<file path="src/rtl/migu_alu_seq.sv">
// Sequential MigU ALU: single-cycle ops with a one-entry registered result and an iterative
// shift-add multiplier. Valid/ready handshakes on both sides; one operation in flight at a time.
module migu_alu_seq #(
    parameter int unsigned WIDTH     = 64,
    parameter int unsigned MUL_STEP  = 1,
    parameter int unsigned CMD_WIDTH = 4
) (
    input  logic                 clk,
    input  logic                 rst,
    input  logic                 kill,
    input  logic                 in_valid,
    output logic                 in_ready,
    input  logic [CMD_WIDTH-1:0] cmd,
    input  logic [WIDTH-1:0]     in1,
    input  logic [WIDTH-1:0]     in2,
    output logic                 out_valid,
    input  logic                 out_ready,
    output logic [WIDTH-1:0]     out,
    output logic                 co,
    output logic                 err
);

    localparam int unsigned N_MUL = WIDTH / MUL_STEP;
    localparam int unsigned CNT_W = (N_MUL > 1) ? $clog2(N_MUL) : 1;
    localparam int unsigned SH_W  = $clog2(WIDTH);
    localparam int unsigned SUM_W = WIDTH + 1;
    localparam logic [CNT_W-1:0] CNT_LAST = CNT_W'(N_MUL - 1);

    localparam logic [CMD_WIDTH-1:0] CMD_ADD  = CMD_WIDTH'(0);
    localparam logic [CMD_WIDTH-1:0] CMD_SUB  = CMD_WIDTH'(1);
    localparam logic [CMD_WIDTH-1:0] CMD_AND  = CMD_WIDTH'(2);
    localparam logic [CMD_WIDTH-1:0] CMD_OR   = CMD_WIDTH'(3);
    localparam logic [CMD_WIDTH-1:0] CMD_XOR  = CMD_WIDTH'(4);
    localparam logic [CMD_WIDTH-1:0] CMD_SLL  = CMD_WIDTH'(5);
    localparam logic [CMD_WIDTH-1:0] CMD_SRL  = CMD_WIDTH'(6);
    localparam logic [CMD_WIDTH-1:0] CMD_SRA  = CMD_WIDTH'(7);
    localparam logic [CMD_WIDTH-1:0] CMD_SLT  = CMD_WIDTH'(8);
    localparam logic [CMD_WIDTH-1:0] CMD_SLTU = CMD_WIDTH'(9);
    localparam logic [CMD_WIDTH-1:0] CMD_MUL  = CMD_WIDTH'(10);

    typedef enum logic {IDLE, BUSY} state_t;

    state_t           state, state_d;
    logic             rst_done;
    logic [CNT_W-1:0] cnt, cnt_d;
    logic [WIDTH-1:0] acc, acc_d, mcand, mcand_d, mplier, mplier_d;
    logic             out_valid_d, co_d, err_d;
    logic [WIDTH-1:0] out_d;

    logic             is_sub;
    logic [SH_W-1:0]  shamt;
    logic [WIDTH:0]   sum;
    logic [WIDTH-1:0] alu_res, pp_sum;
    logic             alu_co, alu_err;

    // rst_done holds in_ready low until the first edge after reset release
    assign in_ready = rst_done && (state == IDLE) && (!out_valid || out_ready);

    // Single-cycle datapath; SUB reuses the adder as in1 + ~in2 + 1
    always_comb begin
        is_sub  = (cmd == CMD_SUB);
        shamt   = in2[SH_W-1:0];
        sum     = {1'b0, in1} + {1'b0, (is_sub ? ~in2 : in2)} + SUM_W'(is_sub);
        alu_res = '0;
        alu_co  = 1'b0;
        alu_err = 1'b0;
        case (cmd)
            CMD_ADD, CMD_SUB: begin
                alu_res = sum[WIDTH-1:0];
                alu_co  = sum[WIDTH];
            end
            CMD_AND:  alu_res = in1 & in2;
            CMD_OR:   alu_res = in1 | in2;
            CMD_XOR:  alu_res = in1 ^ in2;
            CMD_SLL:  alu_res = in1 << shamt;
            CMD_SRL:  alu_res = in1 >> shamt;
            CMD_SRA:  alu_res = $signed(in1) >>> shamt;
            CMD_SLT:  alu_res = WIDTH'($signed(in1) < $signed(in2));
            CMD_SLTU: alu_res = WIDTH'(in1 < in2);
            CMD_MUL:  alu_res = '0;
            default:  alu_err = 1'b1;
        endcase
    end

    // MUL_STEP partial products retired per BUSY cycle
    always_comb begin
        pp_sum = acc;
        for (int j = 0; j < MUL_STEP; j++) begin
            if (mplier[j]) pp_sum = pp_sum + (mcand << j);
        end
    end

    always_comb begin
        state_d     = state;
        cnt_d       = cnt;
        acc_d       = acc;
        mcand_d     = mcand;
        mplier_d    = mplier;
        out_valid_d = out_valid;
        out_d       = out;
        co_d        = co;
        err_d       = err;

        if (out_valid && out_ready) out_valid_d = 1'b0;

        case (state)
            IDLE: begin
                if (in_valid && in_ready) begin
                    if (cmd == CMD_MUL) begin
                        state_d  = BUSY;
                        cnt_d    = '0;
                        acc_d    = '0;
                        mcand_d  = in1;
                        mplier_d = in2;
                    end else begin
                        out_valid_d = 1'b1;
                        out_d       = alu_res;
                        co_d        = alu_co;
                        err_d       = alu_err;
                    end
                end
            end
            BUSY: begin
                acc_d    = pp_sum;
                mcand_d  = mcand << MUL_STEP;
                mplier_d = mplier >> MUL_STEP;
                cnt_d    = cnt + CNT_W'(1);
                if (cnt == CNT_LAST) begin
                    state_d     = IDLE;
                    out_valid_d = 1'b1;
                    out_d       = pp_sum;
                    co_d        = 1'b0;
                    err_d       = 1'b0;
                end
            end
            default: state_d = IDLE;
        endcase

        // kill beats any accept or completion on the same edge; out/co left as they were
        if (kill) begin
            state_d     = IDLE;
            out_valid_d = 1'b0;
            err_d       = 1'b0;
            out_d       = out;
            co_d        = co;
        end
    end

    always_ff @(posedge clk or posedge rst) begin
        if (rst) begin
            state     <= IDLE;
            rst_done  <= 1'b0;
            cnt       <= '0;
            acc       <= '0;
            mcand     <= '0;
            mplier    <= '0;
            out_valid <= 1'b0;
            out       <= '0;
            co        <= 1'b0;
            err       <= 1'b0;
        end else begin
            state     <= state_d;
            rst_done  <= 1'b1;
            cnt       <= cnt_d;
            acc       <= acc_d;
            mcand     <= mcand_d;
            mplier    <= mplier_d;
            out_valid <= out_valid_d;
            out       <= out_d;
            co        <= co_d;
            err       <= err_d;
        end
    end

endmodule

</file>
<file path="config.mk">
export PLATFORM = sky130hd
export DESIGN_NAME = migu_alu_seq
export DESIGN_NICKNAME = d
export VERILOG_FILES = /design/src/rtl/migu_alu_seq.sv
export SDC_FILE = /design/constraint.sdc
export NUM_CORES = 2
export LEC_CHECK = 0
export BUFFER_PORTS_ARGS = -buffer_cell sky130_fd_sc_hd__buf_2
export CORE_AREA = 2 2 269 271
export CTS_BUF_LIST = sky130_fd_sc_hd__clkbuf_4
export DETAILED_ROUTE_END_ITERATION = 6
export DIE_AREA = 0 0 271 273
export PLACE_DENSITY_LB_ADDON = 0.3
export SYNTH_ARGS = -nofsm -noshare
export SYNTH_HDL_FRONTEND = slang
export SYNTH_SLANG_ARGS = --single-unit
</file>
<file path="constraint.sdc">
create_clock -name clk -period 17.9 [get_ports clk]
set_clock_uncertainty 0.2 [all_clocks]
set_input_delay 3.58 -clock clk [delete_from_list [all_inputs] [get_ports clk]]
set_output_delay 3.58 -clock clk [all_outputs]
set_load 0.005 [all_outputs]
</file>
== After elaboration in Yosys (flattened, before gate mapping) ==
Cells that the tools add are included.

* Bits in registers: 267

* Muxes and demuxes: 40
* $lt $le $gt $ge: 2
* Shift operators: 3
* Reduce and logical (&&, ||, !) cells: 12
* Bitwise gates (word level): 6
* $add $sub $neg: 4
* Equality and inequality tests: 18

{| class="wikitable"
|+ Operators with widths
! operator !! number
|-
| $mux W64 || 11
|-
| $pmux W64 S9 || 1
|-
| $pmux W64 S2 || 4
|-
| $lt A64 B64 Y1 || 2
|-
| $add A64 B64 Y65 || 1
|-
| $add A65 B1 Y65 || 1
|-
| $add A64 B64 Y64 || 1
|-
| $and A64 B64 Y64 || 1
|-
| $not A64 Y64 || 1
|-
| $or A64 B64 Y64 || 1
|-
| $shl A64 B6 Y64 || 1
|-
| $shr A64 B6 Y64 || 1
|-
| $sshr A64 B6 Y64 || 1
|-
| $xor A64 B64 Y64 || 1
|-
| $mux W1 || 17
|-
| $eq A4 B3 Y1 const B || 4
|-
| $eq A4 B4 Y1 const B || 3
|-
| $mux W6 || 2
|-
| $pmux W6 S2 || 1
|-
| $reduce_or A10 Y1 || 1
|-
| $eq A4 B2 Y1 const B || 2
|-
| $pmux W1 S2 || 4
|-
| $add A6 B1 Y6 const B || 1
|-
| $eq A6 B6 Y1 const B || 1
|-
| 14 further kinds || 21
|}

== Longest topological paths before layout ==
* Depth in word-level cells: 8
* Gate-level depth with buffers: 19
* Depth with buffers taken out: 16

== Least setup slack after synthesis ==
OpenSTA, ideal clock, no wires.

* Path type: input-to-reg
* Start: input port cmd[0]
* End: register out[62]
* Stages on the path: 18
* Library setup time: 0.126 ns
* Arrival: 7.822 ns
* Path slack: 9.752 ns
* Cells stage by stage: clkbuf_1 > inv_2 > nor4_1 > clkbuf_1 > clkbuf_1 > xnor2_1 > ha_1 > clkbuf_2 > nand4_2 > or4_4 > o221a_1 > o21a_2 > or4_4 > a21oi_4 > a221o_1 > xor2_1 > a211oi_1 > a21oi_1

* Cells in the longest elaborated chain, start to end: 8
* Elaborated cells on any way between the ends: 21
* Those cells by class: add/sub (2); eq/ne (11); mux (5); reduce/logical (3)

{| class="wikitable"
|+ RTL lines
! what !! line !! RTL
|-
| start: declaration || 13 || <nowiki>input logic [CMD_WIDTH-1:0] cmd,</nowiki>
|-
| $eq A4 B1 Y1 || 61, 67 ||
|-
| $mux W64 || 63 || <nowiki>sum = {1'b0, in1} + {1'b0, (is_sub ? ~in2 : in2)} + SUM_W'(is_sub);</nowiki>
|-
| $add A64 B64 Y65 || 63 ||
|-
| $add A65 B1 Y65 || 63 ||
|-
| $pmux W64 S9 || 67 || <nowiki>case (cmd)</nowiki>
|-
| $mux W64 || 109 || <nowiki>if (cmd == CMD_MUL) begin</nowiki>
|-
| $mux W64 || 108 || <nowiki>if (in_valid && in_ready) begin</nowiki>
|-
| $pmux W64 S2 || 106 || <nowiki>case (state)</nowiki>
|-
| end signal: assignment || 169 || <nowiki>out <= out_d;</nowiki>
|-
| end: declaration || 18 || <nowiki>output logic [WIDTH-1:0] out,</nowiki>
|}

Several ways; a longest one is shown, not always the timed one. The select of a mux whose other input is x is not followed.
A chain may end at the register's enable or synchronous reset.

== Final worst setup path ==
Ends and elaborated chain as after synthesis.

==> metrics <==
DR vias=35,614; Crit Path Class=primary input to flip-flop; CTS tree=yes; most frequent cells in the layout=605 x nor2_1, 454 x a21oi_1, 420 x nand2_1; # hold bufs at CTS=0; RSZ-0062 raised after global routing=false; Placer Congestion=1.09; met3 Track Usage GR=13.2%; status=finished with violations; Slew HR=-6.26%; Setup violations, final=0; Syn Area/Cell=7.70 sq um; Seq/Total Area, Yosys=20.2%; Worst Path Arrival=8.69 ns; Post-synth top flop=dfrtp_1; post-cts sizing count=0; Post-CTS Repair Setup Buffers=0; WL final=165,000 microns; max-capacitance violation count=1; met1 Use GR=60.9%; Clock Tree Buf Depth=3; Netlist cell types=83; Clk Latency, worst-skew pair=0.90 ns; commonest non-fill, non-tap cell in the layout=nor2_1; Area Overhead vs Synth=7.64%; crit path max fanout=40; Total Die Area=74,000 sq um; Least-Margin Pin Slew=1.57 ns; VDD IR-drop max=87.0 uV; pwr/cell area=98.8 nW/um^2; DR iter-0 viols=5,050; hpwl dp=128,000 microns; asr flop ratio synth=100%; number of global-route vias before repair=32,719; Warnings, synthesis=0; residual DRC count=0; violated checks=max-capacitance violations, max-slew violations; post-route ant nets=0; share of layout cells above drive strength 1=13.2%; GRT overflow=0; nets=4,787; synthesized instance count=4,291; Die X-Extent=271 microns; Lkg Pwr=0.0160 uW; Seq cells post-synth=267; initial antenna violation count=18; Worst setup EP type=flip-flop; Clock Root Buffer=clkbuf_4; drt via density=6.69; CORE AREA=71,000 sq um; crit path time final=8.19 ns; # clock sinks=267; Die Y=273 microns; final core area utilization=50.1%; row count=98; path category of the worst min-delay check=flip-flop to flip-flop; fin. max-slew vios=2; CTS H-tree depth=3; setup TNS=0 ns; PortBufs=204; Tcrit/Tclk final=45.8%; Overall Global Routing Usage=43.2%; GRT busiest layer=met1; Post-synth EDFFs=0; CTS buffer count=77; first drt pass iteration count=6; I/O pin count=205; GR Layer Usage met2=59.6%; maximum number of pins on one net before global-route repair=105; Req. time, crit path=18.40 ns; first-pass GRT wire length=233,000 microns; Highest Clock Rate=122 MHz; Worst setup SP type=primary input; Fin. Hold Viols=0; Mapped Area=33,000 sq um; synthesized net count=4,750; Starting Density=46.5%; Wirelength per Cell=30.9 microns; clock-pin slew of the registers on the worst-case setup and hold paths=0.06 ns
==> final cells by class <==
class / instances / area, sq um
sequential: 267 / 6690
multi-input combinational: 3522 / 24500
clock inverter: 25 / 169
fill: 7142 / 35400
antenna: 2 / 5.00
clock buffer: 99 / 743
tap: 950 / 1190
inverter: 191 / 728
timing repair buffer: 269 / 1540
==> worst max-delay path: stages <==
cell and delay (ns):
buf_2 0.23, inv_2 0.19, nor4_2 0.31, buf_4 0.45, buf_4 0.63, xnor2_1 0.14
ha_1 0.48, nand4_2 0.20, or4_4 0.52, o221a_1 0.29, o21a_2 0.18, or4_4 0.56
a21oi_4 0.23, a221o_1 0.20, xor2_1 0.07, a211oi_1 0.24, a21oi_1 0.10
==> synthesized netlist by cell type (15+ instances only) <==
| cell type | n | share of area, % |
|---|---|---|
| nor2_1 | 607 | 6.9 |
| a21oi_1 | 454 | 6.9 |
| nand2_1 | 421 | 4.8 |
| o21ai_0 | 354 | 5.4 |
| ha_1 | 320 | 12 |
| dfrtp_1 | 267 | 20 |
| clkbuf_1 | 241 | 2.7 |
| inv_1 | 186 | 2.1 |
| xnor2_1 | 132 | 3.5 |
| mux2i_1 | 131 | 4.0 |
| mux4_2 | 125 | 8.5 |
| a21o_1 | 109 | 2.5 |
| nor3_1 | 75 | 1.1 |
| a221oi_1 | 74 | 2.0 |
| a31oi_1 | 57 | 1.1 |
| a22oi_1 | 51 | 1.2 |
| nand3_1 | 51 | 0.77 |
| xor2_1 | 43 | 1.1 |
| o21bai_1 | 42 | 0.95 |
| buf_1 | 41 | 0.47 |
| a211oi_1 | 37 | 0.84 |
| nand4_1 | 35 | 0.66 |
| o211ai_1 | 28 | 0.64 |
| mux2_2 | 25 | 0.85 |
| buf_2 | 24 | 0.36 |
| o22ai_1 | 21 | 0.40 |
| nand2b_1 | 20 | 0.38 |
| nor2b_1 | 19 | 0.36 |
| nor4_1 | 18 | 0.34 |
| and3_1 | 17 | 0.32 |
| o221ai_1 | 16 | 0.42 |
| o31ai_1 | 15 | 0.34 |
| or3_1 | 15 | 0.28 |
==> path summary, 6_finish.rpt <==
| kind | depth (start not counted) | from | endpoint | slack, ns |
|---|---|---|---|---|
| hold / removal | 2 | mcand[57]$_DFFE_PP0P_ | mcand[58]$_DFFE_PP0P_ | 0.26 |
| min in group asynchronous | 2 | rst | mcand[61]$_DFFE_PP0P_ | 2.56 |
| setup reg to reg | 10 | state$_DFF_PP0_ | out[61]$_DFFE_PP0P_ | 13.34 |
| max in group asynchronous | 3 | rst | mplier[0]$_DFFE_PP0P_ | 13.38 |
| setup / recovery | 17 | cmd[0] | out[62]$_DFFE_PP0P_ | 9.71 |
| hold reg to reg | 2 | mcand[57]$_DFFE_PP0P_ | mcand[58]$_DFFE_PP0P_ | 0.26 |
==> metal layers <==
| layer | share of wire [%] | wire length [microns] | up-vias |
|---|---|---|---|
| li1 | - | - | 15696 |
| met1 | 42 | 69000 | 17098 |
| met2 | 39 | 64800 | 2366 |
| met3 | 13 | 21200 | 434 |
| met4 | 5.7 | 9330 | 20 |
| met5 | 0.085 | 140 | - |
==> flip-flops by register name, summed over array words and instances (netlist names) <==
| signal | count |
|---|---|
| cnt | 6 |
| state | 1 |
| rst_done | 1 |
| out_valid | 1 |
| err | 1 |
| out | 64 |
| mcand | 64 |
| acc | 64 |
| mplier | 64 |
| co | 1 |
==> metrics by stage <==
step	cells	instance area, sq um	setup slack [ns]	hold slack [ns]	total power (uW)
after floorplan	4291	33000	6.77	0.250	2300
after global placement	5199	34600	8.98	0.255	2860
after detailed placement	5199	34600	8.96	0.264	2870
after CTS	5323	35600	9.82	0.250	3470
after global routing	5325	35600	9.54	0.271	3750
final	5325	35600	9.71	0.259	3510
==> report_power, final <==
part	internal, uW	switching, uW
clock	286	294
combinational	771	1190
sequential	798	179
total	1850	1660
==> cells by family (layout without fill, tap and decap cells) <==
logic type | Yosys count | after routing | synth area share, %
other | 1 | 3 | 0.0113
XOR/XNOR | 175 | 175 | 4.64
AND/OR/NAND/NOR | 1333 | 1333 | 17.2
adder cells (fa/ha/maj) | 322 | 322 | 12.2
buffers and inverters | 502 | 584 | 5.85
AO/OA/AOI/OAI | 1410 | 1410 | 26.5
multiplexers | 281 | 281 | 13.3
flip-flops | 267 | 267 | 20.2
Power figures use the tool's default switching activity.
